--- src/rtl/mem_data_lsu.sv ---
// mem_data_lsu: load/store sequencer between the memory stage and a 32-bit
// word-only data RAM with a 1-cycle registered read.
// Sub-word stores are done as read-modify-write. Sub-word loads are sign- or
// zero-extended. Misaligned or illegal requests complete with an error and
// never touch the RAM.
// Optional feature: define MEM_DATA_LSU_BOUNDS_EN to reject aligned requests
// whose address lies at or beyond ROWS*4 bytes.
module mem_data_lsu #(
    parameter int ROWS = 512
) (
    input  logic        clk_i,
    input  logic        rst_i,
    input  logic        req_valid_i,
    output logic        req_ready_o,
    input  logic        req_we_i,
    input  logic [1:0]  req_size_i,
    input  logic        req_unsigned_i,
    input  logic [31:0] req_addr_i,
    input  logic [31:0] req_wdata_i,
    output logic        resp_valid_o,
    output logic        resp_err_o,
    output logic [31:0] resp_rdata_o,
    output logic        mem_r_en_o,
    output logic [31:0] mem_addr_r_o,
    input  logic [31:0] mem_data_r_i,
    output logic        mem_wr_en_o,
    output logic [31:0] mem_addr_w_o,
    output logic [31:0] mem_data_w_o
);

    typedef enum logic [2:0] {
        S_IDLE  = 3'd0,
        S_RD    = 3'd1,
        S_LDATA = 3'd2,
        S_MERGE = 3'd3,
        S_WR    = 3'd4,
        S_ERR   = 3'd5
    } state_t;

    state_t      state_r;
    state_t      state_next_s;
    logic        we_r;
    logic [1:0]  size_r;
    logic        unsigned_r;
    logic [31:0] addr_r;
    logic [31:0] wdata_r;
    logic        accept_s;
    logic        misaligned_s;
    logic        out_of_range_s;
    logic [31:0] word_addr_s;

    // A RAM with no rows is a configuration mistake; stop at elaboration.
    if (ROWS < 1) begin : g_rows_check
        $error("mem_data_lsu: ROWS must be at least 1");
    end

    // Pick the addressed byte/half out of a RAM word and extend it.
    function automatic logic [31:0] extract_load(input logic [31:0] word,
                                                 input logic [1:0]  lane,
                                                 input logic [1:0]  size,
                                                 input logic        uns);
        logic [7:0]  b;
        logic [15:0] h;
        logic [31:0] res;
        b = word[{lane, 3'b000} +: 8];
        h = word[{lane[1], 4'b0000} +: 16];
        case (size)
            2'b00:   res = uns ? {24'h000000, b} : {{24{b[7]}}, b};
            2'b01:   res = uns ? {16'h0000, h} : {{16{h[15]}}, h};
            default: res = word;
        endcase
        return res;
    endfunction

    // Replace the addressed lane(s) of an old RAM word with right-aligned store data.
    function automatic logic [31:0] merge_store(input logic [31:0] word,
                                                input logic [31:0] wdata,
                                                input logic [1:0]  lane,
                                                input logic [1:0]  size);
        logic [31:0] res;
        res = word;
        case (size)
            2'b00:   res[{lane, 3'b000} +: 8] = wdata[7:0];
            2'b01:   res[{lane[1], 4'b0000} +: 16] = wdata[15:0];
            default: res = wdata;
        endcase
        return res;
    endfunction

`ifdef MEM_DATA_LSU_BOUNDS_EN
    localparam logic [31:0] ROW_BYTES = 32'(ROWS) << 2;
    assign out_of_range_s = (req_addr_i >= ROW_BYTES);
`else
    // Out-of-range addresses pass through; the RAM aliases them by truncation.
    assign out_of_range_s = 1'b0;
`endif

    assign accept_s    = req_valid_i && req_ready_o;
    assign word_addr_s = {addr_r[31:2], 2'b00};

    // Alignment check on the incoming request; size 11 is always illegal.
    always_comb begin
        misaligned_s = 1'b0;
        case (req_size_i)
            2'b00:   misaligned_s = 1'b0;
            2'b01:   misaligned_s = req_addr_i[0];
            2'b10:   misaligned_s = (req_addr_i[1:0] != 2'b00);
            default: misaligned_s = 1'b1;
        endcase
    end

    // State register.
    always_ff @(posedge clk_i) begin
        if (rst_i) begin
            state_r <= S_IDLE;
        end else begin
            state_r <= state_next_s;
        end
    end

    // Request field capture on accept; fields are held until the next accept.
    always_ff @(posedge clk_i) begin
        if (rst_i) begin
            we_r       <= 1'b0;
            size_r     <= 2'b00;
            unsigned_r <= 1'b0;
            addr_r     <= 32'h0000_0000;
            wdata_r    <= 32'h0000_0000;
        end else if (accept_s) begin
            we_r       <= req_we_i;
            size_r     <= req_size_i;
            unsigned_r <= req_unsigned_i;
            addr_r     <= req_addr_i;
            wdata_r    <= req_wdata_i;
        end else begin
            we_r       <= we_r;
            size_r     <= size_r;
            unsigned_r <= unsigned_r;
            addr_r     <= addr_r;
            wdata_r    <= wdata_r;
        end
    end

    // Next-state logic: word stores skip the read; everything else not in error reads first.
    always_comb begin
        state_next_s = state_r;
        case (state_r)
            S_IDLE: begin
                if (accept_s) begin
                    if (misaligned_s || out_of_range_s) begin
                        state_next_s = S_ERR;
                    end else if (req_we_i && (req_size_i == 2'b10)) begin
                        state_next_s = S_WR;
                    end else begin
                        state_next_s = S_RD;
                    end
                end else begin
                    state_next_s = S_IDLE;
                end
            end
            S_RD: begin
                if (we_r) begin
                    state_next_s = S_MERGE;
                end else begin
                    state_next_s = S_LDATA;
                end
            end
            S_LDATA: state_next_s = S_IDLE;
            S_MERGE: state_next_s = S_IDLE;
            S_WR:    state_next_s = S_IDLE;
            S_ERR:   state_next_s = S_IDLE;
            default: state_next_s = S_IDLE;
        endcase
    end

    // Output decode from state; everything is forced quiet while reset is high.
    always_comb begin
        req_ready_o  = 1'b0;
        resp_valid_o = 1'b0;
        resp_err_o   = 1'b0;
        resp_rdata_o = 32'h0000_0000;
        mem_r_en_o   = 1'b0;
        mem_addr_r_o = 32'h0000_0000;
        mem_wr_en_o  = 1'b0;
        mem_addr_w_o = 32'h0000_0000;
        mem_data_w_o = 32'h0000_0000;
        if (rst_i) begin
            req_ready_o = 1'b0;
        end else begin
            case (state_r)
                S_IDLE: req_ready_o = 1'b1;
                S_RD: begin
                    mem_r_en_o   = 1'b1;
                    mem_addr_r_o = word_addr_s;
                end
                S_LDATA: begin
                    resp_valid_o = 1'b1;
                    resp_rdata_o = extract_load(mem_data_r_i, addr_r[1:0], size_r, unsigned_r);
                end
                S_MERGE: begin
                    mem_wr_en_o  = 1'b1;
                    mem_addr_w_o = word_addr_s;
                    mem_data_w_o = merge_store(mem_data_r_i, wdata_r, addr_r[1:0], size_r);
                    resp_valid_o = 1'b1;
                end
                S_WR: begin
                    mem_wr_en_o  = 1'b1;
                    mem_addr_w_o = word_addr_s;
                    mem_data_w_o = wdata_r;
                    resp_valid_o = 1'b1;
                end
                S_ERR: begin
                    resp_valid_o = 1'b1;
                    resp_err_o   = 1'b1;
                end
                default: req_ready_o = 1'b0;
            endcase
        end
    end

endmodule

--- config.mk ---
export PLATFORM = sky130hd
export DESIGN_NAME = mem_data_lsu
export DESIGN_NICKNAME = d
export VERILOG_FILES = /design/src/rtl/mem_data_lsu.sv
export SDC_FILE = /design/constraint.sdc
export NUM_CORES = 1
export LEC_CHECK = 0
export ABC_AREA = 1
export CORE_ASPECT_RATIO = 1.5
export CORE_MARGIN = 1
export CORE_UTILIZATION = 47
export CTS_CLUSTER_SIZE = 30
export DETAILED_ROUTE_END_ITERATION = 8
export PLACE_DENSITY = 0.9
export RECOVER_POWER = 50
export SYNTH_ARGS = -nofsm -noshare
export SYNTH_HDL_FRONTEND = slang
export SYNTH_SLANG_ARGS = --single-unit
export TNS_END_PERCENT = 30
--- constraint.sdc ---
create_clock -name clk_i -period 5.74 [get_ports clk_i]
set_input_delay 1.148 -clock clk_i [delete_from_list [all_inputs] [get_ports clk_i]]
set_output_delay 1.148 -clock clk_i [all_outputs]
set_load 0.005 [all_outputs]
==> Word-level counts from Yosys, hierarchy flattened <==
Index checks and enable logic that the tools add are counted.
{ "totals": {"elab_cells": 60, "ff_bits": 71} }
{ "classes": {"n_mux": 30, "addsub": 2, "n_eq_ne": 8, "reduce_logical": 8, "shifts": 6} }
{ "ops": {"columns": ["operator", "n"], "rows": [
  ["32-bit 2-to-1 mux", 9],
  ["32-bit one-hot mux with 2 select lines", 3],
  ["32-bit bitwise mux", 2],
  ["16-bit by 7-bit variable shift with 32-bit output, first input constant", 1],
  ["8-bit by 7-bit variable shift with 32-bit output, first input constant", 1],
  ["16-bit by 7-bit indexed part select with 32-bit output", 1],
  ["32-bit by 6-bit indexed part select with 16-bit output", 1],
  ["32-bit by 6-bit indexed part select with 8-bit output", 1],
  ["8-bit by 7-bit indexed part select with 32-bit output", 1],
  ["5-bit negation with 7-bit output", 2],
  ["1-bit 2-to-1 mux", 11],
  ["3-bit 2-to-1 mux", 3],
  ["3-bit by 2-bit == test with 1-bit output, second input constant", 2],
  ["3-bit == test, second input constant", 2],
  ["3-bit one-hot mux with 2 select lines", 1],
  ["2-bit by 1-bit == test with 1-bit output, second input constant", 2],
  ["2-bit zero test", 2],
  ["4-bit OR reduction", 1],
  ["3-bit by 1-bit == test with 1-bit output, second input constant", 1],
  ["3-bit zero test", 1],
  ["1-bit one-hot mux with 3 select lines", 1],
  ["2-bit == test, second input constant", 1],
  ["1-bit logical AND", 2],
  ["2-bit nonzero test", 1],
  ["2-bit OR reduction", 1]
]} }

==> Longest topological paths before layout <==
{ "logic_depth": {"depth_word": 6, "depth_mapped": 11} }

==> Worst setup path before layout <==
Ideal clock, no wire load.
{ "synth_timing": {"path_type": "input-to-output", "from": "in rst_i", "to": "out resp_rdata_o[10]", "path_buffers": 1, "cell_stages": 6, "slack_ns": 2.698, "arrival_ns": 1.894, "required_time_ns": 4.592, "cell_sequence": "nor2_1 -> nand2_1 -> inv_1 -> buf_2 -> o21ai_0 -> a21oi_1"} }
{ "synth_via": {"elab_chain_len": 1} }
{ "synth_rtl": {"columns": ["item", "line_no", "rtl"], "rows": [
  ["from (decl)", "12", "input logic rst_i,"],
  ["32-bit 2-to-1 mux", "187", "if (rst_i) begin"],
  ["to (decl)", "22", "output logic [31:0] resp_rdata_o,"]
]} }
Every way passes these cells.

==> Worst setup path after layout <==
{ "layout_timing": {"from": "in rst_i", "to": "out mem_addr_r_o[26]"} }
{ "layout_via": {"elab_chain_len": 1} }
{ "layout_rtl": {"columns": ["item", "line_no", "rtl"], "rows": [
  ["32-bit 2-to-1 mux", "187", null],
  ["to (decl)", "24", "output logic [31:0] mem_addr_r_o,"]
]} }
Every way passes these cells.

==> results.py <==
metrics = {
    "power_and_ir_drop": {
        "clkPwrFrac": 0.351,
        "pwr-share-comb": 0.275,
        "power_switching_share": 0.343,
        "pwr-share-seq": 0.374,
        "power_per_cell_area_nw_per_um2": 187,
        "leakage_nw": 3.15,
        "irDropWorstVdd_mv": 0.196,
        "p_int_mw": 0.985,
        "p_switching_mw": 0.513,
    },
    "sta": {
        "whs_ns": 0.461,
        "final.setup_skew_ns": 0.00610,
        "post-route-worst-setup-slack_ns": 0.622,
        "hold_viol": 0,
        "period_minus_slack_ns": 5.12,
        "tightestPinTransition_ns": 2.14,
        "fmax_mhz": 195,
        "maxSlewViolCount": 79,
        "max_slew_margin": -0.433,
        "setup_violations": 0,
        "grt_setup_unrepaired": "no",
        "finalSetupTns_ns": 0,
        "fin_crit_sh": 0.892,
    },
    "die": {
        "start_util": 0.482,
        "die_w_um": 90.8,
        "core_area_um2": 11500,
        "die_area_um2": 12300,
        "row_count": 48,
        "fp.dieH_um": 135,
        "num_io_pins": 236,
    },
    "critical_path": {
        "rrSetupSlack_ns": 2.07,
        "crit_arrival_ns": 3.97,
        "r2r_start": "state_r[2]",
        "startpoint_type": "input pin",
        "end_kind": "primary output",
        "crit_type": "input pin to primary output",
        "reg2reg_depth": 7,
        "crit_path_start": "rst_i",
        "reg2reg_to": "addr_r[27]",
        "cp_max_fo": 32,
        "critPathRequiredTime_ns": 4.59,
    },
    "placement": {
        "dp_hpwl_um": 15900,
        "dpl_cell_area_um2": 7780,
        "io_buffers": 231,
        "dp_slack_ns": 1.28,
        "globalplace.congestion": 1.00,
    },
    "min_path": {
        "hp-start": "we_r",
        "min_path_type": "register to register",
        "whs_path_depth": 2,
        "hold_end": "we_r",
    },
    "drt": {
        "vias": 7205,
        "remaining_drc_errors": 0,
        "wl_per_cell_um": 15.9,
        "ant_nets": 0,
        "routed_via_density": 5.46,
        "drt_wl_total_um": 21000,
        "drt_first_pass_iters": 6,
        "drt_iter0_markers": 571,
    },
    "global_route": {
        "grt_max_degree": 79,
        "grt-ovfl-total": 0,
        "grt_first_pass_wirelength_um": 32700,
        "grt_pass1_vias": 6676,
        "grt.total_usage": 0.334,
        "antenna_found_initial": 0,
    },
    "clock_tree": {
        "cts_tree": "done",
        "cts_buffers": 9,
        "cts_setup_buffers": 0,
        "cts_max_level": 3,
        "insertion_delay_ns": 0.34,
        "hold_buffers": 0,
        "ctsResizeCount": 0,
        "clk_pin_slew_ns": 0.06,
        "root_buffer": "clkbuf_16",
        "cts_buffer_depth": 2,
        "clock_sinks": 71,
    },
    "layout": {
        "num-fill-cells": 1019,
        "layout.nets": 1272,
        "antenna_cells": 0,
        "areaGrowthSynthToFinish_pct": 44.5,
        "stdcell_area_um2": 8030,
        "seqCellArea_um2": 1420,
        "layout-drive-gt1-share": 0.0411,
        "multi_input_area_um2": 3340,
    },
    "yosys": {
        "ys_ff_latch": 71,
        "seq_area_frac_synth": 0.256,
        "synth_top_area_share": 0.256,
        "yosys.area.top_type": "dfxtp_1",
        "ys_warn_count": 0,
        "syn_inst": 981,
        "ys_types": 29,
        "mappedNetlistArea_um2": 5560,
        "synthTopCellsByArea": "dfxtp_1, a21oi_1, nor2_1, nand2_1, inv_1",
        "syn_avg_cell_area_um2": 5.67,
    },
    "status": {
        "violations": "capacitance limit, slew limit",
        "outcome": "finished with violations",
    },
    "flow_run": {
        "cap_viol_max_count": 1,
    },
}
Yosys cell counts:
master and instances:
o221ai_1 4, nor2_2 11, o21ai_1 61, nand2_4 2, o21ai_0 67, nor2_1 193, inv_2 6, dfxtp_1 71
a21oi_1 146, clkbuf_1 26, o211ai_1 20, buf_4 13, a21o_1 1, nand3_1 41, inv_1 108, a21oi_4 1
nand4_1 5, conb_1 1, or2_2 1, clkinv_1 1, inv_4 1, nand3_2 1, ha_1 5, nor3_1 2
nand2_1 158, clkbuf_2 1, nand2_2 4, buf_6 1, buf_2 29
power groups by stage:
stage	Combinational, mW	Sequential (mW)	Clock [mW]
6_report	0.411	0.561	0.526
5_1_grt	0.456	0.565	0.544
4_1_cts	0.415	0.560	0.522
3_5_place_dp	0.412	0.571	0
3_3_place_gp	0.407	0.569	0
2_1_floorplan	0.257	0.559	0
flip-flops by register name, summed over array words and instances (netlist names):
register	count
unsigned_r	1
size_r	2
we_r	1
wdata_r	32
addr_r	32
state_r	3
cell usage in the layout (no fill, tap or decap), types with 2 or more instances in the layout:
cell | synthesis | routed
nor3_1 | 2 | 2
o221ai_1 | 4 | 4
clkinv_2 | 0 | 2
o211ai_1 | 20 | 20
nor2_2 | 11 | 11
nand4_1 | 5 | 5
nor2_1 | 193 | 193
nand2_4 | 2 | 2
inv_2 | 6 | 5
conb_1 | 1 | 4
ha_1 | 5 | 5
dfxtp_1 | 71 | 71
nand2_1 | 158 | 158
o21ai_1 | 61 | 3
dlygate4sd3_1 | 0 | 28
clkdlybuf4s50_1 | 0 | 203
clkinvlp_4 | 0 | 4
buf_4 | 13 | 6
inv_1 | 108 | 109
clkbuf_16 | 0 | 9
a21oi_1 | 146 | 147
o21ai_0 | 67 | 125
nand2_2 | 4 | 4
nand3_1 | 41 | 41
area by class of cell:
type / instances / area share
tap: 150 / 0.0234
timing repair buffer: 239 / 0.295
sequential: 71 / 0.177
clock buffer: 9 / 0.0280
clock inverter: 7 / 0.00608
multi-input combinational: 727 / 0.416
inverter: 116 / 0.0545
metrics by stage:
step	instances	util	total power [mW]
finish	1319	0.696	1.50
global route	1319	0.696	1.56
CTS	1319	0.699	1.50
detailed placement	1303	0.675	0.982
global placement	1303	0.675	0.976
floorplan	984	-	0.816
cell families (layout without fill, tap and decap cells):
group | after synthesis | after routing | synth area share
buf+inv | 186 | 371 | 0.143
compound gates | 300 | 300 | 0.284
other cells | 1 | 4 | 0.000675
flops | 71 | 71 | 0.256
simple gates | 418 | 418 | 0.305
fa+ha+maj | 5 | 5 | 0.0113
worst max path at each step:
| stage | end | slack (ns) | cells after the start |
|---|---|---|---|
| 3_5_place_dp | resp_rdata_o[20] | 1.28 | 8 |
| 5_1_grt | addr_r[6] | 0.42 | 9 |
| 2_1_floorplan | resp_rdata_o[10] | 2.70 | 6 |
| 4_1_cts | resp_rdata_o[20] | 1.16 | 10 |
| 6_report | mem_addr_r_o[26] | 0.62 | 7 |
| 3_3_place_gp | resp_rdata_o[15] | 1.35 | 8 |
critical path, stage by stage:
cell and delay, ns:
dlygate4sd3_1 0.52, buf_4 0.31, inv_1 0.10, nand2_1 0.08, clkbuf_1 1.06, nor2_1 0.10
dlygate4sd3_1 0.64
layer usage:
layer,vias up,part of all wire,track usage
met5,-,0,0
met4,0,0.070,0.237
met3,93,0.082,0.0589
met2,427,0.48,0.577
met1,3153,0.37,0.369
li1,3532,-,-
Note: power is estimated with default switching activity, not from simulation.
